**src/rtl/hazard_fwd_ctrl_pkg.sv**
```systemverilog
// Shared types and constants for the hazard/forwarding controller.
// Latency: n/a (declarations only).
// Backpressure: n/a.
package hazard_fwd_ctrl_pkg;

  // Register-number width is fixed here because the stage record below depends on it.
  localparam int REG_W      = 5;
  localparam int MD_LAT_DEF = 32;
  localparam int CNT_W_DEF  = 6;

  // EX operand mux select codes; 2'b11 is reserved and never driven.
  localparam logic [1:0] FWD_RF  = 2'b00;
  localparam logic [1:0] FWD_MEM = 2'b01;
  localparam logic [1:0] FWD_WB  = 2'b10;

  typedef logic [REG_W-1:0] reg_num_t;

  localparam reg_num_t REG_ZERO = '0;

  // Per-stage shadow of the instruction fields the controller cares about.
  typedef struct packed {
    reg_num_t dest;
    logic     we;
    logic     load;
    reg_num_t rs;
    reg_num_t rt;
  } stage_t;

  localparam stage_t STAGE_NOP = '0;

  // True when a stage writing 'dest' produces the value 'src' needs; $0 never matches.
  function automatic logic reg_hit(input logic we, input reg_num_t dest, input reg_num_t src);
    return we && (dest != REG_ZERO) && (dest == src);
  endfunction

endpackage

```
**src/rtl/hazard_fwd_ctrl_if.sv**
```systemverilog
// ID-side request and EX/stall control bundle of the hazard/forwarding controller.
// Latency: n/a (wires only).
// Backpressure: stall_if_id / bubble_id_ex returned to the pipeline; ext_stall freezes state.
// Ports: id_* describe the instruction in ID; branch_flush/ext_stall are pipeline controls;
//        fwd_*_sel, stall_if_id, bubble_id_ex, md_busy are controller outputs.
interface hazard_fwd_ctrl_if;
  import hazard_fwd_ctrl_pkg::*;

  reg_num_t   id_rs;
  reg_num_t   id_rt;
  logic       id_uses_rs;
  logic       id_uses_rt;
  reg_num_t   id_dest;
  logic       id_reg_write;
  logic       id_is_load;
  logic       id_md_start;
  logic       id_uses_hilo;
  logic       branch_flush;
  logic       ext_stall;
  logic [1:0] fwd_a_sel;
  logic [1:0] fwd_b_sel;
  logic       stall_if_id;
  logic       bubble_id_ex;
  logic       md_busy;

  // Pipeline side: presents the ID instruction, consumes the controls.
  modport master (
    output id_rs, id_rt, id_uses_rs, id_uses_rt, id_dest, id_reg_write,
           id_is_load, id_md_start, id_uses_hilo, branch_flush, ext_stall,
    input  fwd_a_sel, fwd_b_sel, stall_if_id, bubble_id_ex, md_busy
  );

  // Controller side.
  modport slave (
    input  id_rs, id_rt, id_uses_rs, id_uses_rt, id_dest, id_reg_write,
           id_is_load, id_md_start, id_uses_hilo, branch_flush, ext_stall,
    output fwd_a_sel, fwd_b_sel, stall_if_id, bubble_id_ex, md_busy
  );

endinterface

```
**src/rtl/hazard_fwd_ctrl_fwd_sel.sv**
```systemverilog
// Priority compare picking the EX operand source: MEM result, else WB result, else regfile.
// Latency: combinational.
// Backpressure: none.
// Ports: mem_*_i / wb_*_i are the writer shadows, src_i the EX source register, sel_o the mux code.
module fwd_sel_unit
  import hazard_fwd_ctrl_pkg::*;
(
  input  logic       mem_we_i,
  input  reg_num_t   mem_dest_i,
  input  logic       wb_we_i,
  input  reg_num_t   wb_dest_i,
  input  reg_num_t   src_i,
  output logic [1:0] sel_o
);

  // MEM is checked first: it holds the newer value when both stages write the same register.
  always_comb begin
    sel_o = FWD_RF;
    if (reg_hit(mem_we_i, mem_dest_i, src_i)) begin
      sel_o = FWD_MEM;
    end else if (reg_hit(wb_we_i, wb_dest_i, src_i)) begin
      sel_o = FWD_WB;
    end
  end

endmodule

```
**src/rtl/hazard_fwd_ctrl.sv**
```systemverilog
// Hazard and forwarding controller: EX operand selects, load-use / mult-div stalls, ID/EX bubbles.
// Latency: selects come from registered EX/MEM/WB shadows; stall/bubble are combinational from ID.
// Backpressure: ext_stall freezes shadows and busy counter; stall/bubble outputs are not gated by it.
// Ports: clk, rst_n (async active-low) plus the slave side of hazard_fwd_ctrl_if.
module hazard_fwd_ctrl
  import hazard_fwd_ctrl_pkg::*;
#(
  parameter int MD_LAT = MD_LAT_DEF,
  parameter int CNT_W  = CNT_W_DEF
) (
  input  logic              clk,
  input  logic              rst_n,
  hazard_fwd_ctrl_if.slave  bus
);

  localparam logic [CNT_W-1:0] CNT_LOAD = CNT_W'(MD_LAT);
  localparam logic [CNT_W-1:0] CNT_ONE  = CNT_W'(1);

  stage_t           ex_q, ex_d;
  stage_t           mem_q, mem_d;
  stage_t           wb_q, wb_d;
  logic [CNT_W-1:0] cnt_q, cnt_d;

  stage_t           id_stage;
  logic             luse;
  logic             mdh;
  logic             stall;
  logic             bubble;
  logic             md_accept;

  assign id_stage = '{dest: bus.id_dest, we: bus.id_reg_write, load: bus.id_is_load,
                      rs: bus.id_rs, rt: bus.id_rt};

  // A load in EX cannot forward in time to an ID consumer; $0 never counts.
  assign luse = ex_q.load && ex_q.we && (ex_q.dest != REG_ZERO) &&
                ((bus.id_uses_rs && (bus.id_rs == ex_q.dest)) ||
                 (bus.id_uses_rt && (bus.id_rt == ex_q.dest)));

  assign mdh    = (cnt_q != '0) && bus.id_uses_hilo;
  assign stall  = luse || mdh;
  assign bubble = luse || mdh || bus.branch_flush;

  // A start is only accepted when the instruction actually leaves ID.
  assign md_accept = bus.id_md_start && !stall && !bus.branch_flush;

  always_comb begin
    ex_d  = ex_q;
    mem_d = mem_q;
    wb_d  = wb_q;
    cnt_d = cnt_q;
    if (!bus.ext_stall) begin
      ex_d  = bubble ? STAGE_NOP : id_stage;
      mem_d = ex_q;
      wb_d  = mem_q;
      if (md_accept) begin
        cnt_d = CNT_LOAD;
      end else if (cnt_q != '0) begin
        cnt_d = cnt_q - CNT_ONE;
      end
    end
  end

  always_ff @(posedge clk or negedge rst_n) begin
    if (!rst_n) begin
      ex_q  <= STAGE_NOP;
      mem_q <= STAGE_NOP;
      wb_q  <= STAGE_NOP;
      cnt_q <= '0;
    end else begin
      ex_q  <= ex_d;
      mem_q <= mem_d;
      wb_q  <= wb_d;
      cnt_q <= cnt_d;
    end
  end

  fwd_sel_unit u_fwd_a (
    .mem_we_i   (mem_q.we),
    .mem_dest_i (mem_q.dest),
    .wb_we_i    (wb_q.we),
    .wb_dest_i  (wb_q.dest),
    .src_i      (ex_q.rs),
    .sel_o      (bus.fwd_a_sel)
  );

  fwd_sel_unit u_fwd_b (
    .mem_we_i   (mem_q.we),
    .mem_dest_i (mem_q.dest),
    .wb_we_i    (wb_q.we),
    .wb_dest_i  (wb_q.dest),
    .src_i      (ex_q.rt),
    .sel_o      (bus.fwd_b_sel)
  );

  assign bus.stall_if_id  = stall;
  assign bus.bubble_id_ex = bubble;
  assign bus.md_busy      = (cnt_q != '0);

  // Later-stage fields kept for debug visibility but not needed by any decision.
  logic unused_shadow;
  assign unused_shadow = ^{mem_q.load, mem_q.rs, mem_q.rt, wb_q.load, wb_q.rs, wb_q.rt,
                           ex_q.rs[0] & 1'b0};

endmodule

```
**src/flat_wrapper.sv**
```systemverilog
// flat-port wrapper written by rule: the top's interface ports become plain ports
module hazard_fwd_ctrl_flat import hazard_fwd_ctrl_pkg::*;
#(
  parameter int MD_LAT = MD_LAT_DEF,
  parameter int CNT_W  = CNT_W_DEF
)
  (clk, rst_n, bus_id_rs, bus_id_rt, bus_id_uses_rs, bus_id_uses_rt, bus_id_dest, bus_id_reg_write, bus_id_is_load, bus_id_md_start, bus_id_uses_hilo, bus_branch_flush, bus_ext_stall, bus_fwd_a_sel, bus_fwd_b_sel, bus_stall_if_id, bus_bubble_id_ex, bus_md_busy);
  hazard_fwd_ctrl_if bus_i ();
  input  logic clk;
  input  logic rst_n;
  input wire logic [$bits(bus_i.id_rs)-1:0] bus_id_rs;
  input wire logic [$bits(bus_i.id_rt)-1:0] bus_id_rt;
  input wire logic [$bits(bus_i.id_uses_rs)-1:0] bus_id_uses_rs;
  input wire logic [$bits(bus_i.id_uses_rt)-1:0] bus_id_uses_rt;
  input wire logic [$bits(bus_i.id_dest)-1:0] bus_id_dest;
  input wire logic [$bits(bus_i.id_reg_write)-1:0] bus_id_reg_write;
  input wire logic [$bits(bus_i.id_is_load)-1:0] bus_id_is_load;
  input wire logic [$bits(bus_i.id_md_start)-1:0] bus_id_md_start;
  input wire logic [$bits(bus_i.id_uses_hilo)-1:0] bus_id_uses_hilo;
  input wire logic [$bits(bus_i.branch_flush)-1:0] bus_branch_flush;
  input wire logic [$bits(bus_i.ext_stall)-1:0] bus_ext_stall;
  output wire logic [$bits(bus_i.fwd_a_sel)-1:0] bus_fwd_a_sel;
  output wire logic [$bits(bus_i.fwd_b_sel)-1:0] bus_fwd_b_sel;
  output wire logic [$bits(bus_i.stall_if_id)-1:0] bus_stall_if_id;
  output wire logic [$bits(bus_i.bubble_id_ex)-1:0] bus_bubble_id_ex;
  output wire logic [$bits(bus_i.md_busy)-1:0] bus_md_busy;
  assign bus_i.id_rs = bus_id_rs;
  assign bus_i.id_rt = bus_id_rt;
  assign bus_i.id_uses_rs = bus_id_uses_rs;
  assign bus_i.id_uses_rt = bus_id_uses_rt;
  assign bus_i.id_dest = bus_id_dest;
  assign bus_i.id_reg_write = bus_id_reg_write;
  assign bus_i.id_is_load = bus_id_is_load;
  assign bus_i.id_md_start = bus_id_md_start;
  assign bus_i.id_uses_hilo = bus_id_uses_hilo;
  assign bus_i.branch_flush = bus_branch_flush;
  assign bus_i.ext_stall = bus_ext_stall;
  assign bus_fwd_a_sel = bus_i.fwd_a_sel;
  assign bus_fwd_b_sel = bus_i.fwd_b_sel;
  assign bus_stall_if_id = bus_i.stall_if_id;
  assign bus_bubble_id_ex = bus_i.bubble_id_ex;
  assign bus_md_busy = bus_i.md_busy;
  hazard_fwd_ctrl #(.MD_LAT(MD_LAT), .CNT_W(CNT_W)) u_core (.clk(clk), .rst_n(rst_n), .bus(bus_i));
endmodule
```
**config.mk**
```make
export PLATFORM = sky130hd
export DESIGN_NAME = hazard_fwd_ctrl_flat
export DESIGN_NICKNAME = d
export VERILOG_FILES = /design/src/rtl/hazard_fwd_ctrl_pkg.sv /design/src/rtl/hazard_fwd_ctrl_if.sv /design/src/rtl/hazard_fwd_ctrl_fwd_sel.sv /design/src/rtl/hazard_fwd_ctrl.sv /design/src/flat_wrapper.sv
export SDC_FILE = /design/constraint.sdc
export NUM_CORES = 1
export LEC_CHECK = 0
export ABC_AREA = 1
export CORE_ASPECT_RATIO = 1.25
export CORE_MARGIN = 3
export CORE_UTILIZATION = 45
export DETAILED_ROUTE_END_ITERATION = 8
export GPL_TIMING_DRIVEN = 0
export PLACE_DENSITY = 0.73
export SKIP_CTS_REPAIR_TIMING = 1
export SLEW_MARGIN = 20
export SYNTH_ARGS = -nofsm -noshare
export SYNTH_HDL_FRONTEND = slang
export SYNTH_SLANG_ARGS = --single-unit
export TNS_END_PERCENT = 30
```
**constraint.sdc**
```tcl
create_clock -name clk -period 5 [get_ports clk]
set_clock_uncertainty 0.1 [all_clocks]
set_input_delay 1 -clock clk [delete_from_list [all_inputs] [get_ports clk]]
set_output_delay 1 -clock clk [all_outputs]
set_load 0.1 [all_outputs]
```
# Word level (Yosys, flattened, before mapping)
# Cells that the tools add are included.
[totals]
inputBits = 25
regBits = 35
out_inout_bits = 7
wordCells = 50
[classes]
bitwise = 1
addsub = 1
n_mux = 7
n_eq_ne = 6
reduce_logical = 25
[op_table]
columns = ["op", "count"]
rows = [
  ["$eq A5 B5 Y1", 6],
  ["$mux W17", 1],
  ["$reduce_bool A5 Y1", 3],
  ["$logic_and A1 B1 Y1", 14],
  ["$mux W6", 2],
  ["$mux W2", 4],
  ["$reduce_bool A6 Y1", 1],
  ["$sub A6 B1 Y6 const B", 1],
  ["$logic_or A1 B1 Y1", 3],
  ["$logic_not A1 Y1", 2],
  ["$reduce_and A2 Y1", 1],
  ["$reduce_bool A2 Y1", 1],
  ["$not A1 Y1", 1],
]

# Depth between registers and ports, before layout
# Gate-level depths: netlist of run 1.
[logic_depth]
ltp_word = 10
ltp_mapped = 12
mapped_depth_nobuf = 12

# Hierarchy
# From an unflattened synthesis of run 1, not the netlist that was laid out.
[hier_totals]
cells_unflattened = 322
hier_area_um2 = 2257.2
[by_module_without_submodules]
columns = ["mod", "area_per_inst_um2", "seq_area_each_um2", "n_inst", "cells_per_inst"]
rows = [
  ["hazard_fwd_ctrl", 1829.3, 875.8, 1, 222],
  ["fwd_sel_unit", 214.0, 0.0, 2, 50],
]

# Least setup slack after synthesis of run 1
# OpenSTA, ideal clock, no wires.
[synth_path]
path_type = "register to output"
start = "register u_core.mem_q[14] (netlist bit)"
end = "output port bus_fwd_b_sel[1]"
path_stages_with_launch = 4
arrival_time_ns = 5.650
required_ns = 3.900
n_path_buf = 0
path_slack_ns = -1.750
path_cell_list = "dfrtp_1 > xor2_1 > nor4_1 > nor4_1"
[synth_between]
elab_chain_len = 4
elab_cells_between_ends = 5
cone_classes = "1 x eq/ne; 1 x mux; 3 x reduce/logical"
[synth_lines]
columns = ["item", "line", "source"]
rows = [
  ["from (decl)", "hazard_fwd_ctrl.sv:20", "stage_t mem_q, mem_d;"],
  ["from (signal assigned)", "hazard_fwd_ctrl.sv:71", "mem_q <= mem_d;"],
  ["$reduce_bool A5 Y1", "hazard_fwd_ctrl_pkg.sv:33", "return we && (dest != REG_ZERO) && (dest == src);"],
  ["$logic_and A1 B1 Y1", "hazard_fwd_ctrl_pkg.sv:33", ""],
  ["$logic_and A1 B1 Y1 *", "hazard_fwd_ctrl_pkg.sv:33", ""],
  ["$mux W2 *", "hazard_fwd_ctrl_fwd_sel.sv:19", "if (reg_hit(mem_we_i, mem_dest_i, src_i)) begin"],
  ["to (decl)", "flat_wrapper.sv:23", "output wire logic [$bits(bus_i.fwd_b_sel)-1:0] bus_fwd_b_sel;"],
]
# Every way passes the cells marked *; elsewhere a longest branch is shown, timed or not.

# Worst setup path after layout of run 1
[layout_path]
start = "input port bus_id_rt[1]"
end = "output port bus_bubble_id_ex"
[layout_between]
elab_chain_len = 6
[layout_lines]
columns = ["item", "line", "source"]
rows = [
  ["from (decl)", "flat_wrapper.sv:12", "input wire logic [$bits(bus_i.id_rt)-1:0] bus_id_rt;"],
  ["$eq A5 B5 Y1", "hazard_fwd_ctrl.sv:37", "(bus.id_uses_rt && (bus.id_rt == ex_q.dest)));"],
  ["$logic_and A1 B1 Y1", "hazard_fwd_ctrl.sv:37", ""],
  ["$logic_or A1 B1 Y1", "hazard_fwd_ctrl.sv:36", "((bus.id_uses_rs && (bus.id_rs == ex_q.dest)) ||"],
  ["$logic_and A1 B1 Y1", "hazard_fwd_ctrl.sv:35", "assign luse = ex_q.load && ex_q.we && (ex_q.dest != REG_ZERO) &&"],
  ["$logic_or A1 B1 Y1 (2 in series)", "hazard_fwd_ctrl.sv:41", "assign bubble = luse || mdh || bus.branch_flush;"],
  ["to (decl)", "flat_wrapper.sv:25", "output wire logic [$bits(bus_i.bubble_id_ex)-1:0] bus_bubble_id_ex;"],
]
# Every way passes these cells.

==> results_dict.tcl, run 1 <==
set metrics [dict create \
    cp_max_fo 10 \
    clock_latency_ps 280 \
    viasPerCell 5.08 \
    synth_edf_count 0 \
    use_met1_pct 25.4 \
    syn_area_per_cell_sq_um 7.69 \
    die_w_um 66.1 \
    fillCellCount 407 \
    dieArea_sq_um 5360 \
    remaining_drc_errors 0 \
    htreeDepth 2 \
    yosys_register_bits 35 \
    power_w 0.000952 \
    wl_mm 4.90 \
    end_kind "output port" \
    gr-usage-met2_pct 36.0 \
    wl_per_cell_um 13.6 \
    seq_area_sq_um 876 \
    yosys.area.top_type_share_pct 43.2 \
    start_util_pct 48.0 \
    final_layout_size_suffix_gt1_share_pct 10.2 \
    antenna_cells_inserted 0 \
    setup_viol 0 \
    finalCritPeriodShare_pct 92.5 \
    maxCapViolCount 0 \
    slew_viol_final 0 \
    async_flop_share_pct 100 \
    yosysUniqueCellTypes 27 \
    grt_pass1_vias 1819 \
    critPathLaunchType "input pin" \
    maxSlewHeadroom_pct 35.4 \
    yosysTopAreaCell "dfrtp_1" \
    syn2layout_area_growth_pct 24.5 \
    rsz0062_at_grt "no" \
    first_pass_iters 5 \
    synth_flop_cell "dfrtp_1" \
    gp_congestion 0.872 \
    place.port_buffers 30 \
    fmax_ghz 0.216 \
    numClockSinks 35 \
    grt_max_degree 27 \
    grt-busiest-layer "met2" \
    cts_tree "built" \
    syn_nets 290 \
    fp-row-count 26 \
    grt_util_met3_pct 4.43 \
    tns_ps 0 \
    synth.most_common_cell "nand2_1" \
    finalCriticalPeriod_ps 4620 \
    worst_pin_slew_ps 967 \
    core_region_area_sq_um 4230 \
    yosys_warnings 0 \
    power_density_nw_per_um2 377 \
    drt_iter0_drc 94 \
    dp_hpwl_mm 3.67 \
    post_synth_instance_area_sq_um 2030 \
    clk_pin_slew_ps 70 \
    num_vias 1823 \
    die_y_um 81.1 \
    multiInputGateArea_sq_um 985 \
    utilization_pct 59.8 \
    grt_usage_pct 20.9 \
    clockBufferDepth 2 \
    crit_type "input pin to output port" \
    synth_area_leaders "dfrtp_1, nand2_1, xnor2_1" \
    yosysSeqAreaShare_pct 43.2 \
    post-place-ws_ps 343 \
    grt_overflow_total 0 \
    synthCells 264 \
    io_pins 32 \
    cts_root_buf "clkbuf_8" \
    final_nets 328 \
    outcome "completed" \
    crit_required_ps 3900 \
    antenna_found_initial 0 \
    worst_hold_path_type "register to register" \
    cts_made_buffers 5 \
    p_leak_nw 1.23 \
    hold_violations 0 \
    synth_common_cells "nand2_1, dfrtp_1, inv_1" \
    ir_worst_vdd_v 0.000282 \
    antenna_left 0 \
    worstPathArrival_ps 3520 \
    grt_first_pass_wirelength_mm 8.48 \
    fin_ws_ps 375 \
]
## logic make-up after synthesis
kind of cell | count (synthesis) | share of synthesized area [%]
xor+xnor | 20 | 8.63
buf+inv | 44 | 8.94
fa+ha+maj | 1 | 0.616
simple gates | 141 | 32.4
flops | 35 | 43.2
compound gates | 23 | 6.23
## layout make-up
type                       instances  area share (%)
inverter                          36            5.35
multi-input combinational        185            39.0
timing repair buffer              31            12.5
clock buffer                       8            3.96
buffer                             8            1.83
tap                               56            2.77
sequential                        35            34.7
## path summary, 6_finish.rpt
kind | start | endpoint | slack (ps) | depth (start not counted)
setup / recovery | bus_id_rt[1] | bus_bubble_id_ex | 380 | 13
hold / removal | u_core.cnt_q[0] | u_core.cnt_q[0] | 380 | 2
setup reg to reg | u_core.cnt_q[0] | u_core.cnt_q[4] | 3020 | 11
hold reg to reg | u_core.cnt_q[0] | u_core.cnt_q[0] | 380 | 2
max in group asynchronous | rst_n | u_core.ex_q[16] | 3910 | 2
min in group asynchronous | rst_n | u_core.ex_q[6] | 480 | 1
## cell usage in the layout (no fill, tap or decap), types with 2 or more instances in the layout
cell type and count:
xor2_1 6, nand4_1 11, inv_2 4, nor4_2 2, clkbuf_1 6, dfrtp_1 35, inv_1 31, buf_2 2
xnor2_1 14, clkbuf_8 7, o21ai_2 2, nand3_1 20, nor2_1 13, nand2_2 2, o21ai_0 20, nand2_1 82
clkdlybuf4s50_1 29, nand3_2 4
## flip-flops by register name, summed over array words and instances, names as in the netlist
signal and cells:
u_core.ex_q 17, u_core.cnt_q 6, u_core.mem_q 6, u_core.wb_q 6
## worst max-delay path, cell delays in order
cell and delay [ps]:
clkdlybuf4s50_1 530, inv_1 50, nand2_1 50, nand2_1 50, nor2_1 110, nand3_1 90
nand2_1 90, nand2_2 80, nand2_4 90, nor2_8 60, buf_8 150, inv_1 50
clkdlybuf4s50_1 1120
## through the flow
stage	cells	hold WS, ps	instance area (sq um)
floorplan	264	342	2040
global placement	350	354	2410
detailed placement	351	363	2430
CTS	359	380	2530
global route	359	406	2530
finish	359	383	2530
## power by group
group	internal [W]	leakage [nW]	switching (W)
combinational	0.000133	0.718	0.000218
clock	0.000126	0.0515	0.0000970
sequential	0.000330	0.465	0.0000491
total	0.000588	1.23	0.000364
## routing by layer
| metal | vias to the layer above | wire length, um |
|---|---|---|
| met4 | 0 | 123 |
| met2 | 46 | 2430 |
| met3 | 12 | 211 |
| met5 | - | 0 |
| met1 | 850 | 2130 |
| li1 | 915 | - |
Note: power is estimated with default switching activity, not from simulation.
==> run 2: changes to the inputs <==
--- a/config.mk
+++ b/config.mk
@@ -8,10 +8,11 @@
 export ABC_AREA = 1
 export CORE_ASPECT_RATIO = 1.25
 export CORE_MARGIN = 3
-export CORE_UTILIZATION = 45
+export CORE_UTILIZATION = 51
+export CTS_CLUSTER_SIZE = 8
 export DETAILED_ROUTE_END_ITERATION = 8
 export GPL_TIMING_DRIVEN = 0
-export PLACE_DENSITY = 0.73
+export PLACE_DENSITY = 0.8
 export SKIP_CTS_REPAIR_TIMING = 1
 export SLEW_MARGIN = 20
 export SYNTH_ARGS = -nofsm -noshare
==> run 2 against run 1 <==
- worst setup slack lost 43 ps
- wire length grew 3.4%
- non-clock buffer count is the same
- critical path depth is the same
==> results_dict.tcl, run 2 (synthesis results as in run 1) <==
set metrics [dict create \
    cts_made_buffers 5 \
    hold_violations 0 \
    ir_worst_vdd_v 0.000314 \
    first_pass_iters 4 \
    wl_mm 5.06 \
    finalCritPeriodShare_pct 93.4 \
    fmax_ghz 0.214 \
    slew_viol_final 0 \
    num_vias 1824 \
    dieArea_sq_um 4780 \
    grt_first_pass_wirelength_mm 8.59 \
    drt_iter0_drc 92 \
    finalCriticalPeriod_ps 4670 \
    final_layout_size_suffix_gt1_share_pct 10.6 \
    critPathLaunchType "input pin" \
    mostFrequentLayoutCell "nand2_1" \
    utilization_pct 66.5 \
    start_util_pct 53.2 \
    htreeDepth 2 \
    fin_ws_ps 332 \
    place.port_buffers 30 \
    final_cell_mix "nand2_1, dfrtp_1, inv_1" \
    outcome "completed" \
    rsz0062_at_grt "no" \
    post-place-ws_ps 335 \
    antenna_left 0 \
    grt_pass1_vias 1883 \
    syn2layout_area_growth_pct 25.0 \
    cp_max_fo 10 \
    fillCellCount 343 \
    cts_root_buf "clkbuf_8" \
    die_y_um 76.5 \
    numClockSinks 35 \
    dp_hpwl_mm 3.73 \
    clockBufferDepth 2 \
    hold_depth 2 \
    remaining_drc_errors 0 \
    setup_viol 0 \
    largest_reg_flops 17 \
    grt_overflow_total 0 \
    cts_tree "built" \
    p_leak_nw 1.24 \
    wl_per_cell_um 14.2 \
    io_pins 32 \
    maxCapViolCount 0 \
    reg2regPathDepth 11 \
    final_cells 357 \
    maxSlewHeadroom_pct 35.2 \
    end_kind "output port" \
    clock_latency_ps 290 \
    worst_pin_slew_ps 969 \
    crit_type "input pin to output port" \
    worstPathArrival_ps 3570 \
    clk_pin_slew_ps 70 \
    power_density_nw_per_um2 389 \
    tns_ps 0 \
    worst_hold_path_type "register to register" \
    gp_congestion 0.869 \
    die_w_um 62.4 \
    fp-row-count 25 \
    grt_max_degree 26 \
    antenna_cells_inserted 0 \
    largest-register "u_core.ex_q" \
    dp_cells 349 \
    viasPerCell 5.11 \
    grt_usage_pct 22.9 \
    antenna_found_initial 0 \
    core_region_area_sq_um 3820 \
    final_nets 328 \
    crit_required_ps 3900 \
]
run 2: final cells by class:
class                   instances  area, sq um  area share [%]
multi-input cells             185          985            38.8
inverters                      36          135            5.33
clock buffers                   5         68.8            2.71
repair buffers                 31          315            12.4
plain buffers                   8         46.3            1.82
flip-flops and latches         35          876            34.5
clock inverters                 3         43.8            1.73
well taps                      54         67.6            2.66
run 2: worst max-delay path, stage by stage:
cell             delay [ps]
clkdlybuf4s50_1         510
inv_1                    50
nand2_1                  60
nand2_1                  50
nor2_1                  160
nand3_1                  90
nand2_1                  90
nand2_2                  80
nand2_4                  90
nor2_8                   60
buf_8                   160
inv_1                    50
clkdlybuf4s50_1        1120
run 2: power breakdown:
| part | switching, W | internal, W |
|---|---|---|
| combinational | 0.000217 | 0.000132 |
| sequential | 0.0000488 | 0.000330 |
| clock | 0.000109 | 0.000148 |
| total | 0.000376 | 0.000610 |
run 2: worst paths after layout:
| kind | startpoint | to | slack (ps) |
|---|---|---|---|
| max in group asynchronous | rst_n | u_core.ex_q[11] | 3900 |
| min | u_core.cnt_q[0] | u_core.cnt_q[0] | 380 |
| min reg2reg | u_core.cnt_q[0] | u_core.cnt_q[0] | 380 |
| max | bus_id_rs[4] | bus_bubble_id_ex | 330 |
| max reg2reg | u_core.cnt_q[0] | u_core.cnt_q[1] | 3030 |
| min in group asynchronous | rst_n | u_core.wb_q[12] | 470 |
run 2: stage by stage:
step	total power (W)	cell area [sq um]	hold WS, ps
floorplan	0.000636	2040	342
global placement	0.000719	2410	354
detailed placement	0.000730	2420	374
CTS	0.000992	2540	394
global route	0.00105	2540	421
finish	0.000986	2540	385
run 2: layer usage:
| metal | up-vias | global-route usage (%) | wire length, um |
|---|---|---|---|
| li1 | 917 | - | - |
| met1 | 840 | 26.3 | 2090 |
| met2 | 58 | 40.7 | 2610 |
| met3 | 9 | 4.28 | 274 |
| met4 | 0 | 10.6 | 82 |
| met5 | - | 0 | 0 |
